--- src/rtl/rom_dl_pkg.sv ---
// Shared types and default constants for the ROM download scheduler.
package rom_dl_pkg;

  localparam logic [24:0] DEF_P2_BASE   = 25'h30000;
  localparam logic [24:0] DEF_PROM_BASE = 25'hA0000;
  localparam logic [15:0] DEF_HOLDOFF   = 16'hFFFF;

  typedef enum logic [1:0] {
    S_IDLE,
    S_ISSUE,
    S_WAIT_ACK
  } sched_state_t;

  typedef struct packed {
    logic [24:0] addr;
    logic [7:0]  data;
  } dl_entry_t;

endpackage

--- src/rtl/dl_fifo2.sv ---
// Two-entry FIFO of download bytes; a push while full is discarded.
import rom_dl_pkg::*;

module dl_fifo2 (
  input  logic      clk,
  input  logic      rst,
  input  logic      push,
  input  logic      pop,
  input  dl_entry_t din,
  output dl_entry_t dout,
  output logic      full,
  output logic      empty
);

  dl_entry_t  mem [2];
  logic [1:0] count;
  logic       wr_ptr;
  logic       rd_ptr;
  logic       do_push;
  logic       do_pop;

  assign do_push = push & (count != 2'd2);
  assign do_pop  = pop & (count != 2'd0);
  assign full    = (count == 2'd2);
  assign empty   = (count == 2'd0);
  assign dout    = mem[rd_ptr];

  // Pointer and occupancy bookkeeping; simultaneous push and pop leave count unchanged.
  always_ff @(posedge clk or posedge rst) begin
    if (rst) begin
      count  <= '0;
      wr_ptr <= 1'b0;
      rd_ptr <= 1'b0;
    end else begin
      if (do_push) wr_ptr <= ~wr_ptr;
      if (do_pop)  rd_ptr <= ~rd_ptr;
      count <= count + {1'b0, do_push} - {1'b0, do_pop};
    end
  end

  // Entry storage, no reset needed since reads are gated by occupancy.
  always_ff @(posedge clk) begin
    if (do_push) mem[wr_ptr] <= din;
  end

endmodule

--- src/rtl/rom_dl_sched.sv ---
// ROM download scheduler: captures HPS bytes, routes them to SDRAM port1/port2
// or on-chip PROMs, and sequences rom_loaded / core_reset.
// Optional feature: define ROM_CHECKSUM_EN to add the rom_sum byte checksum output.
import rom_dl_pkg::*;

module rom_dl_sched #(
  parameter logic [15:0] HOLDOFF   = DEF_HOLDOFF,
  parameter logic [24:0] P2_BASE   = DEF_P2_BASE,
  parameter logic [24:0] PROM_BASE = DEF_PROM_BASE
) (
  input  logic        clk_sys,
  input  logic        reset,
  input  logic        ioctl_download,
  input  logic        ioctl_wr,
  input  logic [7:0]  ioctl_index,
  input  logic [24:0] ioctl_addr,
  input  logic [7:0]  ioctl_dout,
  output logic        ioctl_wait,
  output logic        port1_req,
  input  logic        port1_ack,
  output logic        port2_req,
  input  logic        port2_ack,
  output logic [22:0] sd_a,
  output logic [1:0]  sd_ds,
  output logic [15:0] sd_d,
  output logic [11:0] prom_addr,
  output logic [7:0]  prom_d,
  output logic        prom_wr,
  output logic        rom_loaded,
  output logic        core_reset,
  input  logic        status_reset
`ifdef ROM_CHECKSUM_EN
  ,
  output logic [15:0] rom_sum
`endif
);

  sched_state_t state;
  dl_entry_t    head;
  dl_entry_t    cap_entry;
  logic         wr_q;
  logic         dl_q;
  logic         capture;
  logic         fifo_full;
  logic         fifo_empty;
  logic         fifo_pop;
  logic         p2_pend;
  logic         acks_done;
  logic         overrun;
  logic         load_pend;
  logic [15:0]  hold_cnt;

  assign capture    = ioctl_wr & ~wr_q & (ioctl_index == 8'd0);
  assign cap_entry  = '{addr: ioctl_addr, data: ioctl_dout};
  assign acks_done  = (port1_ack == port1_req) & (~p2_pend | (port2_ack == port2_req));
  assign ioctl_wait = fifo_full;
  assign core_reset = (hold_cnt != '0);

  dl_fifo2 u_fifo (
    .clk   (clk_sys),
    .rst   (reset),
    .push  (capture),
    .pop   (fifo_pop),
    .din   (cap_entry),
    .dout  (head),
    .full  (fifo_full),
    .empty (fifo_empty)
  );

  // Pop is decoded from the current state so the FIFO retires the head on the
  // same edge the FSM leaves ISSUE (PROM) or WAIT_ACK (SDRAM).
  always_comb begin
    fifo_pop = 1'b0;
    case (state)
      S_ISSUE:    fifo_pop = (head.addr >= PROM_BASE);
      S_WAIT_ACK: fifo_pop = acks_done;
      default:    fifo_pop = 1'b0;
    endcase
  end

  // Scheduler FSM: dispatch the FIFO head to PROM or SDRAM and hold it until acked.
  always_ff @(posedge clk_sys or posedge reset) begin
    if (reset) begin
      state     <= S_IDLE;
      port1_req <= 1'b0;
      port2_req <= 1'b0;
      p2_pend   <= 1'b0;
      sd_a      <= '0;
      sd_ds     <= '0;
      sd_d      <= '0;
      prom_addr <= '0;
      prom_d    <= '0;
      prom_wr   <= 1'b0;
    end else begin
      prom_wr <= 1'b0;
      case (state)
        S_IDLE: begin
          if (!fifo_empty) state <= S_ISSUE;
        end
        S_ISSUE: begin
          if (head.addr >= PROM_BASE) begin
            prom_addr <= 12'(head.addr - PROM_BASE);
            prom_d    <= head.data;
            prom_wr   <= 1'b1;
            state     <= S_IDLE;
          end else begin
            sd_ds     <= {head.addr[0], ~head.addr[0]};
            sd_d      <= {2{head.data}};
            port1_req <= ~port1_req;
            if (head.addr >= P2_BASE) begin
              sd_a      <= 23'((head.addr - P2_BASE) >> 1);
              port2_req <= ~port2_req;
              p2_pend   <= 1'b1;
            end else begin
              sd_a    <= 23'(head.addr >> 1);
              p2_pend <= 1'b0;
            end
            state <= S_WAIT_ACK;
          end
        end
        S_WAIT_ACK: begin
          if (acks_done) state <= S_IDLE;
        end
        default: state <= S_IDLE;
      endcase
    end
  end

  // Edge history, sticky overrun and rom_loaded sequencing around the download window.
  always_ff @(posedge clk_sys or posedge reset) begin
    if (reset) begin
      wr_q       <= 1'b0;
      dl_q       <= 1'b0;
      overrun    <= 1'b0;
      load_pend  <= 1'b0;
      rom_loaded <= 1'b0;
    end else begin
      wr_q <= ioctl_wr;
      dl_q <= ioctl_download;
      if (capture && fifo_full) overrun <= 1'b1;
      if (ioctl_download && !dl_q) begin
        rom_loaded <= 1'b0;
        load_pend  <= 1'b0;
      end else if (!ioctl_download && dl_q) begin
        load_pend <= 1'b1;
      end else if (load_pend && fifo_empty && (state == S_IDLE)) begin
        rom_loaded <= 1'b1;
        load_pend  <= 1'b0;
      end
    end
  end

  // Core reset hold-off counter: reload while not loaded or on user reset, else count down.
  always_ff @(posedge clk_sys or posedge reset) begin
    if (reset) begin
      hold_cnt <= HOLDOFF;
    end else if (status_reset || !rom_loaded) begin
      hold_cnt <= HOLDOFF;
    end else if (hold_cnt != '0) begin
      hold_cnt <= hold_cnt - 16'd1;
    end
  end

`ifdef ROM_CHECKSUM_EN
  // Running byte sum of accepted download bytes, restarted with each download.
  always_ff @(posedge clk_sys or posedge reset) begin
    if (reset) begin
      rom_sum <= '0;
    end else if (ioctl_download && !dl_q) begin
      rom_sum <= '0;
    end else if (capture && !fifo_full) begin
      rom_sum <= rom_sum + {8'h00, ioctl_dout};
    end
  end
`endif

endmodule
--- config.mk ---
export PLATFORM = sky130hd
export DESIGN_NAME = rom_dl_sched
export DESIGN_NICKNAME = d
export VERILOG_FILES = /design/src/rtl/rom_dl_pkg.sv /design/src/rtl/dl_fifo2.sv /design/src/rtl/rom_dl_sched.sv
export SDC_FILE = /design/constraint.sdc
export NUM_CORES = 1
export LEC_CHECK = 0
export BUFFER_PORTS_ARGS = -buffer_cell sky130_fd_sc_hd__buf_2
export CAP_MARGIN = 40
export CORE_UTILIZATION = 40
export CTS_CLUSTER_DIAMETER = 120
export DETAILED_ROUTE_END_ITERATION = 12
export SLEW_MARGIN = 15
export SYNTH_ARGS = -nofsm -noshare
export SYNTH_HDL_FRONTEND = slang
export SYNTH_SLANG_ARGS = --single-unit
--- constraint.sdc ---
create_clock -name clk_sys -period 6.3 [get_ports clk_sys]
set_input_delay 1.26 -clock clk_sys [delete_from_list [all_inputs] [get_ports clk_sys]]
set_output_delay 1.26 -clock clk_sys [all_outputs]
set_load 0.02 [all_outputs]
### Word level (Yosys, flattened, before mapping)

Memory sizes are Yosys's and may differ from the RTL's.
Index checks and enable logic that the tools add are counted.

* reductions and logical operators: 21
* add/sub/neg operators: 5
* muxes and demuxes: 19
* order comparisons: 2
* eq/ne operators: 9
* bitwise operators: 14

Operators with widths (count)
* 16-bit two-way mux: 2
* 25-bit by 18-bit >= comparator with 1-bit output (second input constant): 1
* 25-bit by 20-bit >= comparator with 1-bit output (second input constant): 1
* 24-bit by 18-bit subtractor with 24-bit output (second input constant): 1
* 23-bit two-way mux: 1
* 16-bit nonzero test: 1
* 16-bit by 1-bit subtractor with 16-bit output (second input constant): 1
* 12-bit by 1-bit subtractor with 12-bit output (second input constant): 1
* 1-bit two-way mux: 11
* 8-bit logical NOT: 1
* 2-bit inequality test (second input constant): 4
* 1-bit NOT: 8
* 2-bit AND reduction: 4
* 2-bit two-way mux: 3
* 2-bit one-hot mux with 3 select lines: 1
* 2-bit nonzero test: 3
* 1-bit AND: 5
* 2-bit == test (second input constant): 2
* 1-bit logical AND: 4
* 2-bit logical NOT: 2
* 1-bit logical NOT: 3
* 3-bit AND reduction: 1
* 3-bit nonzero test: 1
* 2-bit by 1-bit adder with 2-bit output: 1
* 6 further kinds: 7

* memory bits (writable): 66
* memories kept: 1
* input port bits: 48
* output and inout bits: 67
* flip-flop bits (word level): 91

Memory list
* u_fifo.mem: words 2, width 33, read ports 1, clocked after memory_dff 0, write ports 1, line dl_fifo2.sv:15 `dl_entry_t mem [2];`

### Depth between registers and ports, before layout

Gate-level depths: netlist (run 1).

* word-level depth: 6
* mapped depth: 9
* depth with buffers taken out: 9

### By module

Synthesis (run 1) repeated with hierarchy kept, for this count alone.

* cell total of the unflattened synthesis: 405
* area total of the unflattened synthesis: 6302.3 um^2

By module, submodules not included
* rom_dl_sched: times used 1, seq. area each 1996.9 um^2, cells an instance 283, area an instance 3564.7 um^2
* dl_fifo2: times used 1, seq. area each 2082.0 um^2, cells an instance 122, area an instance 2737.6 um^2

### Worst setup path before layout (run 1)

OpenSTA, ideal clock, no wires.

* path type: in2reg
* start: in ioctl_index[2]
* end: mem u_fifo.mem[0][0] (netlist name) (enable)
* arrival: 3089 ps
* data required time: 5877 ps
* slack: 2788 ps
* cell stages on the path: 3
* cells stage by stage: nor4_1 > nand3_1 > nor2_1

* cells in the longest elaborated chain, start to end: 5

Ends and longest elaborated chain
* from (decl): line rom_dl_sched.sv:15 `input logic [7:0] ioctl_index,`
* 8-bit logical NOT: line rom_dl_sched.sv:53 `assign capture = ioctl_wr & ~wr_q & (ioctl_index == 8'd0);`
* 1-bit AND: line rom_dl_sched.sv:53
* 1-bit AND: line dl_fifo2.sv:22 `assign do_push = push & (count != 2'd2);`
* 1-bit two-way mux: line dl_fifo2.sv:43 `if (do_push) mem[wr_ptr] <= din;`
* 1-bit two-way mux (implied by the code): line dl_fifo2.sv:43
* to (decl): line dl_fifo2.sv:15

No other way between the ends.

### Worst setup path in the final report (run 1)

* start: reg hold_cnt[4]
* end: out core_reset

* cells in the longest elaborated chain, start to end: 1

Ends and longest elaborated chain
* from (decl): line rom_dl_sched.sv:51 `logic [15:0] hold_cnt;`
* from (signal assigned): line rom_dl_sched.sv:160 `hold_cnt <= hold_cnt - 16'd1;`
* 16-bit nonzero test: line rom_dl_sched.sv:57 `assign core_reset = (hold_cnt != '0);`
* to (decl): line rom_dl_sched.sv:30 `output logic core_reset,`

No other way between the ends.

==> flow_metrics.py, run 1 <==
metrics = {
    "global_routing": {
        "grt_antenna_before_repair": 0,
        "grt.total_usage_pct": 17.0,
        "grt_pass1_wl_um": 20600,
        "grt_overflow": 0,
        "grt_max_degree": 65,
        "grt_pass1_vias": 4091,
    },
    "critical_path": {
        "critPathMaxStageDelay_ns": 0.56,
        "crit_fanout": 13,
        "endpoint_kind": "output port",
        "worstSetupStartpoint": "hold_cnt[4]",
        "cp.arrival_ns": 2.54,
        "cp_cell_sequence": "nor4_2, nand4_1, nor2_1, inv_1, buf_2",
        "cp_top_family": "simple AND/OR/NAND/NOR gates",
        "setup.worst_path.start_class": "register",
        "crit_slowest_cell": "nor4_2",
        "cp_data_required_time_ns": 5.04,
        "cp.buffers_inverters": 2,
        "timing.rr.start": "u_fifo.rd_ptr",
        "worst-setup-path-type": "register to output port",
    },
    "run_status": {
        "violations": "design-rule violations",
        "status": "complete, but fails checks",
    },
    "finish": {
        "layout_common_cells": "114 x buf_2, 70 x nand2_1, 66 x dfrtp_1, 66 x edfxtp_1",
        "final_cell_area_sq_um": 7500,
        "mostFrequentLayoutCell": "buf_2",
        "multi_input_area_sq_um": 1860,
        "regArea_sq_um": 4080,
        "syn_to_final_growth_pct": 22.6,
        "drive_gt1_share_pct": 30.3,
        "fillCellCount": 1306,
        "antenna_cells": 0,
        "nNetsFinal": 648,
        "post_layout_nonfiller_instances": 788,
    },
    "min_path": {
        "hold_class": "register to register",
        "worstHoldStart": "prom_addr[1]",
    },
    "pwr": {
        "p_total_mw": 2.90,
        "ir_drop_uv": 203,
        "swShare_pct": 31.5,
        "leakage_nw": 3.32,
        "clock_power_share_pct": 33.5,
        "seq_power_share_pct": 42.7,
        "pwr-share-comb_pct": 23.8,
        "switchingPower_mw": 0.914,
        "p_int_mw": 1.98,
        "powerDensity_nw_per_um2": 386,
    },
    "drt": {
        "routed_wl_um": 12700,
        "drc": 7,
        "post_drt_wl_per_cell_um": 16.1,
        "firstDrtPassIters": 9,
        "drt_iter0_drc": 201,
        "ant_nets": 0,
        "vias": 3978,
        "viasPerCell": 5.05,
    },
    "synthesis": {
        "async_reset_ff_share_pct": 55.7,
        "yosysTopAreaCellShare_pct": 32.4,
        "yosysSeqAreaShare_pct": 66.7,
        "synth_nets": 534,
        "synth_edf_count": 66,
        "ys_warn_count": 0,
        "synthFlopType": "dfrtp_1",
        "netlist_instances": 477,
        "synthXorXnorAreaFrac_pct": 2.86,
        "netlist_top_cells_area": "edfxtp_1 32%, dfrtp_1 27%, dfstp_2 6.9%",
        "ys_types": 52,
        "synth_fa_ha_area_share_pct": 1.84,
        "synth_top_family_by_area": "simple AND/OR/NAND/NOR gates",
        "syn_area_per_cell_sq_um": 12.8,
        "yosys.area_share.simple_pct": 11.2,
        "synthMuxAreaShare_pct": 5.11,
        "ys_seq_elements": 149,
        "yosysTopAreaCell": "edfxtp_1",
        "synthesis.area_sq_um": 6120,
        "synth_compound_gate_area_share_pct": 9.02,
    },
    "floorplanning": {
        "coreArea_sq_um": 14800,
        "fp.dieW_um": 126,
        "die_h_um": 126,
        "start_util_pct": 41.5,
        "die_area_sq_um": 15800,
        "io_pins": 115,
        "core.rowCount": 44,
    },
    "timing": {
        "drv_slew": 0,
        "hold_violations": 0,
        "setup_viol": 0,
        "rsz0062_at_grt": "no",
        "fin_crit_sh_pct": 60.3,
        "tightest_slew_ns": 0.674,
        "fin_skew_ns": 0.00629,
        "slew_headroom_pct": 54.6,
        "fin_setup_tns_ns": 0,
        "fin_crit_ns": 3.80,
        "fmax_ghz": 0.263,
    },
    "place": {
        "dp_cells": 754,
        "routabilityCongestion": 0.741,
        "dp_hpwl_um": 8910,
        "placed_cell_area_sq_um": 6890,
        "io_buffers": 114,
    },
    "clocking": {
        "cts_hold_buf": 0,
        "postCtsSetupBuffers": 0,
        "cts_tree": "yes",
        "cts_buffers": 17,
        "cts_max_level": 4,
        "clockBufferDepth": 2,
        "cts_resized": 0,
        "clk_latency_ns": 0.42,
        "cts_root_buf": "clkbuf_16",
        "clock_sinks": 149,
        "path_clk_slew_ns": 0.06,
    },
    "flow_run": {
        "cap_violations": 0,
    },
}
## cell type report
| type | instances | area share (%) |
|---|---|---|
| sequential | 149 | 54.4 |
| multi-input combinational | 284 | 24.7 |
| timing repair buffer | 122 | 9.38 |
| clock buffer | 18 | 5.72 |
| tap | 184 | 3.07 |
| clock inverter | 14 | 1.82 |
| inverter | 17 | 0.868 |
## registers in the layout, indices dropped and copies added (netlist names), 2 cells and up
signal and count:
state 2, prom_addr 12, u_fifo.mem 66, sd_a 23, hold_cnt 16, sd_ds 2
sd_d 8, prom_d 8, u_fifo.count 2
## metal layers
| metal | global-route usage (%) | up-vias | wire, um | share of wire, % |
|---|---|---|---|---|
| li1 | - | 1926 | - | - |
| met1 | 21.5 | 1951 | 5730 | 45 |
| met2 | 28.3 | 91 | 6330 | 50 |
| met3 | 3.99 | 10 | 500 | 3.9 |
| met4 | 6.53 | 0 | 112 | 0.88 |
| met5 | 0 | - | 0 | 0 |
## synth_stat cells, types with 2 or more instances
cell type and number:
o2111ai_1 2, o21ai_1 26, xnor2_1 9, mux2i_1 29
and3_1 3, mux2_2 2, dfrtp_1 67, buf_2 6
o31ai_1 2, ha_1 9, nor2b_1 5, nor2_1 16
o21ai_0 29, edfxtp_1 66, nand3b_1 2, inv_1 17
nor4_1 7, xor2_1 11, nor3_1 4, and2_1 3
or4b_1 2, buf_4 8, o22a_1 2, nand3_1 3
o211a_1 2, nor4_2 2, clkbuf_1 12, or4_1 4
a21o_1 3, nor4b_1 4, a21oi_1 9, nand2_1 70
dfstp_2 16, o211ai_1 7
## tightest hold or removal path: stages, from the launching register on
cell,delay (ns)
dfrtp_1,0.34
nand2_1,0.04
o21ai_0,0.06
## through the flow
stage | setup WS [ns] | hold WS, ns | util [%]
floorplan | 2.79 | 0.447 | -
global placement | 3.06 | 0.457 | 46.3
detailed placement | 2.98 | 0.470 | 46.7
CTS | 2.50 | 0.483 | 50.5
global route | 2.32 | 0.511 | 50.8
finish | 2.50 | 0.479 | 50.8
## power groups by stage
stage | combinational, mW | clock, mW | sequential (mW)
floorplan | 0.328 | 0 | 1.37
global placement | 0.662 | 0 | 1.25
detailed placement | 0.694 | 0 | 1.26
CTS | 0.695 | 0.992 | 1.24
global route | 0.754 | 1.03 | 1.26
finish | 0.688 | 0.971 | 1.24
## logic make-up after synthesis
group	count (synthesis)
xor+xnor	20
mux	31
simple gates	134
flops	149
compound gates	90
fa+ha+maj	9
buf+inv	44
## path summary, 6_finish.rpt
kind / endpoint / depth (start not counted) / slack [ns]
setup / recovery: core_reset / 5 / 2.50
max in group asynchronous: hold_cnt[1] / 4 / 4.66
hold reg to reg: prom_addr[1] / 2 / 0.48
setup reg to reg: sd_a[16] / 9 / 3.31
hold / removal: prom_addr[1] / 2 / 0.48
min in group asynchronous: port2_req / 2 / 0.80
Note: power is estimated with default switching activity, not from simulation.
==> inputs of run 2 (changes only) <==
==> constraint.sdc (replaced) <==
create_clock -name clk_sys -period 3.85 [get_ports clk_sys]
set_input_delay 0.77 -clock clk_sys [delete_from_list [all_inputs] [get_ports clk_sys]]
set_output_delay 0.77 -clock clk_sys [all_outputs]
set_load 0.02 [all_outputs]
==> flow_metrics.py, run 2 (same netlist as run 1, synthesis figures left out) <==
metrics = {
    "pwr": {
        "seq_power_share_pct": 42.9,
        "ir_drop_uv": 330,
        "pwr-share-comb_pct": 22.3,
        "powerDensity_nw_per_um2": 638,
        "clock_power_share_pct": 34.8,
        "switchingPower_mw": 1.47,
        "leakage_nw": 3.32,
        "swShare_pct": 30.8,
        "p_int_mw": 3.31,
    },
    "finish": {
        "fillCellCount": 1319,
        "post_layout_nonfiller_instances": 788,
        "nNetsFinal": 648,
        "syn_to_final_growth_pct": 22.5,
        "layout_common_cells": "114 x buf_2, 70 x nand2_1, 66 x dfrtp_1, 66 x edfxtp_1",
        "largest_reg_flops": 66,
        "top_register": "u_fifo.mem",
        "antenna_cells": 0,
        "largestRegisters": "u_fifo.mem: 66 flops, sd_a: 23 flops, hold_cnt: 16 flops",
        "mostFrequentLayoutCell": "buf_2",
        "drive_gt1_share_pct": 30.1,
    },
    "clocking": {
        "clock_sinks": 149,
        "cts_resized": 0,
        "clk_latency_ns": 0.41,
        "cts_root_buf": "clkbuf_16",
        "cts_buffers": 17,
        "cts_tree": "yes",
        "postCtsSetupBuffers": 0,
        "cts_hold_buf": 0,
        "path_clk_slew_ns": 0.06,
        "clockBufferDepth": 2,
        "cts_max_level": 4,
    },
    "critical_path": {
        "timing.rr.start": "u_fifo.rd_ptr",
        "ff2ff_setup_slack_ns": 0.94,
        "crit_fanout": 13,
        "cp_data_required_time_ns": 3.08,
        "worst-setup-path-type": "register to output port",
        "reg2reg_to": "sd_a[16]",
        "cp.arrival_ns": 2.56,
        "ff2ff_path_depth": 8,
        "setup.worst_path.start_class": "register",
        "endpoint_kind": "output port",
    },
    "run_status": {
        "violations": "design-rule violations",
        "status": "complete, but fails checks",
    },
    "timing": {
        "setup_viol": 0,
        "fin_crit_ns": 3.33,
        "hold_violations": 0,
        "fin_skew_ns": 0.00707,
        "fin_setup_tns_ns": 0,
        "rsz0062_at_grt": "no",
        "tightest_slew_ns": 0.694,
        "drv_slew": 0,
        "fmax_ghz": 0.300,
        "fin_crit_sh_pct": 86.5,
        "slew_headroom_pct": 53.8,
    },
    "min_path": {
        "hold_class": "primary input to asynchronous set/reset pin",
    },
    "global_routing": {
        "grt_antenna_before_repair": 0,
        "grt_max_degree": 44,
        "grt.total_usage_pct": 17.1,
        "grt_pass1_wl_um": 20500,
        "grt_overflow": 0,
        "grt_pass1_vias": 4007,
    },
    "place": {
        "io_buffers": 114,
        "dp_cells": 755,
        "dp_hpwl_um": 8870,
        "routabilityCongestion": 0.772,
    },
    "drt": {
        "ant_nets": 0,
        "routed_wl_um": 12600,
        "post_drt_wl_per_cell_um": 16.0,
        "firstDrtPassIters": 9,
        "vias": 3938,
        "drt_iter0_drc": 210,
        "drc": 7,
        "viasPerCell": 5.00,
    },
    "floorplanning": {
        "coreArea_sq_um": 14800,
        "fp.dieW_um": 126,
        "core.rowCount": 44,
        "die_area_sq_um": 15800,
        "die_h_um": 126,
        "start_util_pct": 41.5,
        "io_pins": 115,
    },
    "flow_run": {
        "cap_violations": 0,
    },
}
[run 2: how the worst max path moves through the flow]
stage / start / endpoint / slack, ns / cells after the start
global route: hold_cnt[4] / core_reset / 0.32 / 5
CTS: hold_cnt[4] / core_reset / 0.56 / 5
detailed placement: u_fifo.rd_ptr / sd_a[16] / 0.96 / 8
finish: hold_cnt[4] / core_reset / 0.52 / 5
global placement: u_fifo.rd_ptr / sd_a[16] / 1.10 / 8
floorplan: ioctl_index[2] / u_fifo.mem[0][0] / 0.83 / 3
[run 2: power by group through the flow]
| stage | Sequential, mW | Combinational, mW | Clock (mW) |
|---|---|---|---|
| 2_1_floorplan | 2.25 | 0.536 | 0 |
| 3_3_place_gp | 2.08 | 1.05 | 0 |
| 3_5_place_dp | 2.09 | 1.08 | 0 |
| 4_1_cts | 2.06 | 1.08 | 1.70 |
| 5_1_grt | 2.09 | 1.16 | 1.75 |
| 6_report | 2.05 | 1.06 | 1.66 |
[run 2: stage by stage]
stage	instance area (sq um)	total power, mW	worst slack (ns)	util, %	hold slack, ns
after floorplan	6120	2.79	0.828	-	0.447
after global placement	6840	3.13	1.10	46.4	0.459
after detailed placement	6870	3.16	0.960	46.5	0.465
after CTS	7470	4.83	0.565	50.6	0.352
after global routing	7490	5.01	0.320	50.8	0.383
final	7490	4.78	0.518	50.8	0.351
[run 2: area by class of cell]
class	instances	area, sq um	share of cell area (%)
flip-flops and latches	149	4080	54.4
multi-input cells	284	1860	24.8
repair buffers	122	663	8.85
clock buffers	19	443	5.91
well taps	184	230	3.07
clock inverters	13	156	2.09
inverters	17	65.1	0.868
[run 2: critical path, cell delays in order, from the launching register on]
cell     delay [ns]
dfstp_2        0.39
nor4_2         0.56
nand4_1        0.56
nor2_1         0.43
inv_1          0.06
buf_2          0.16
[run 2: metal layers]
metal  GRT usage [%]  vias up  wire [um]
met5               0        -          0
met4            6.38        0        208
met3            4.76       16        553
met2            29.3       98       6340
met1            20.7     1886       5550
li1                -     1938          -
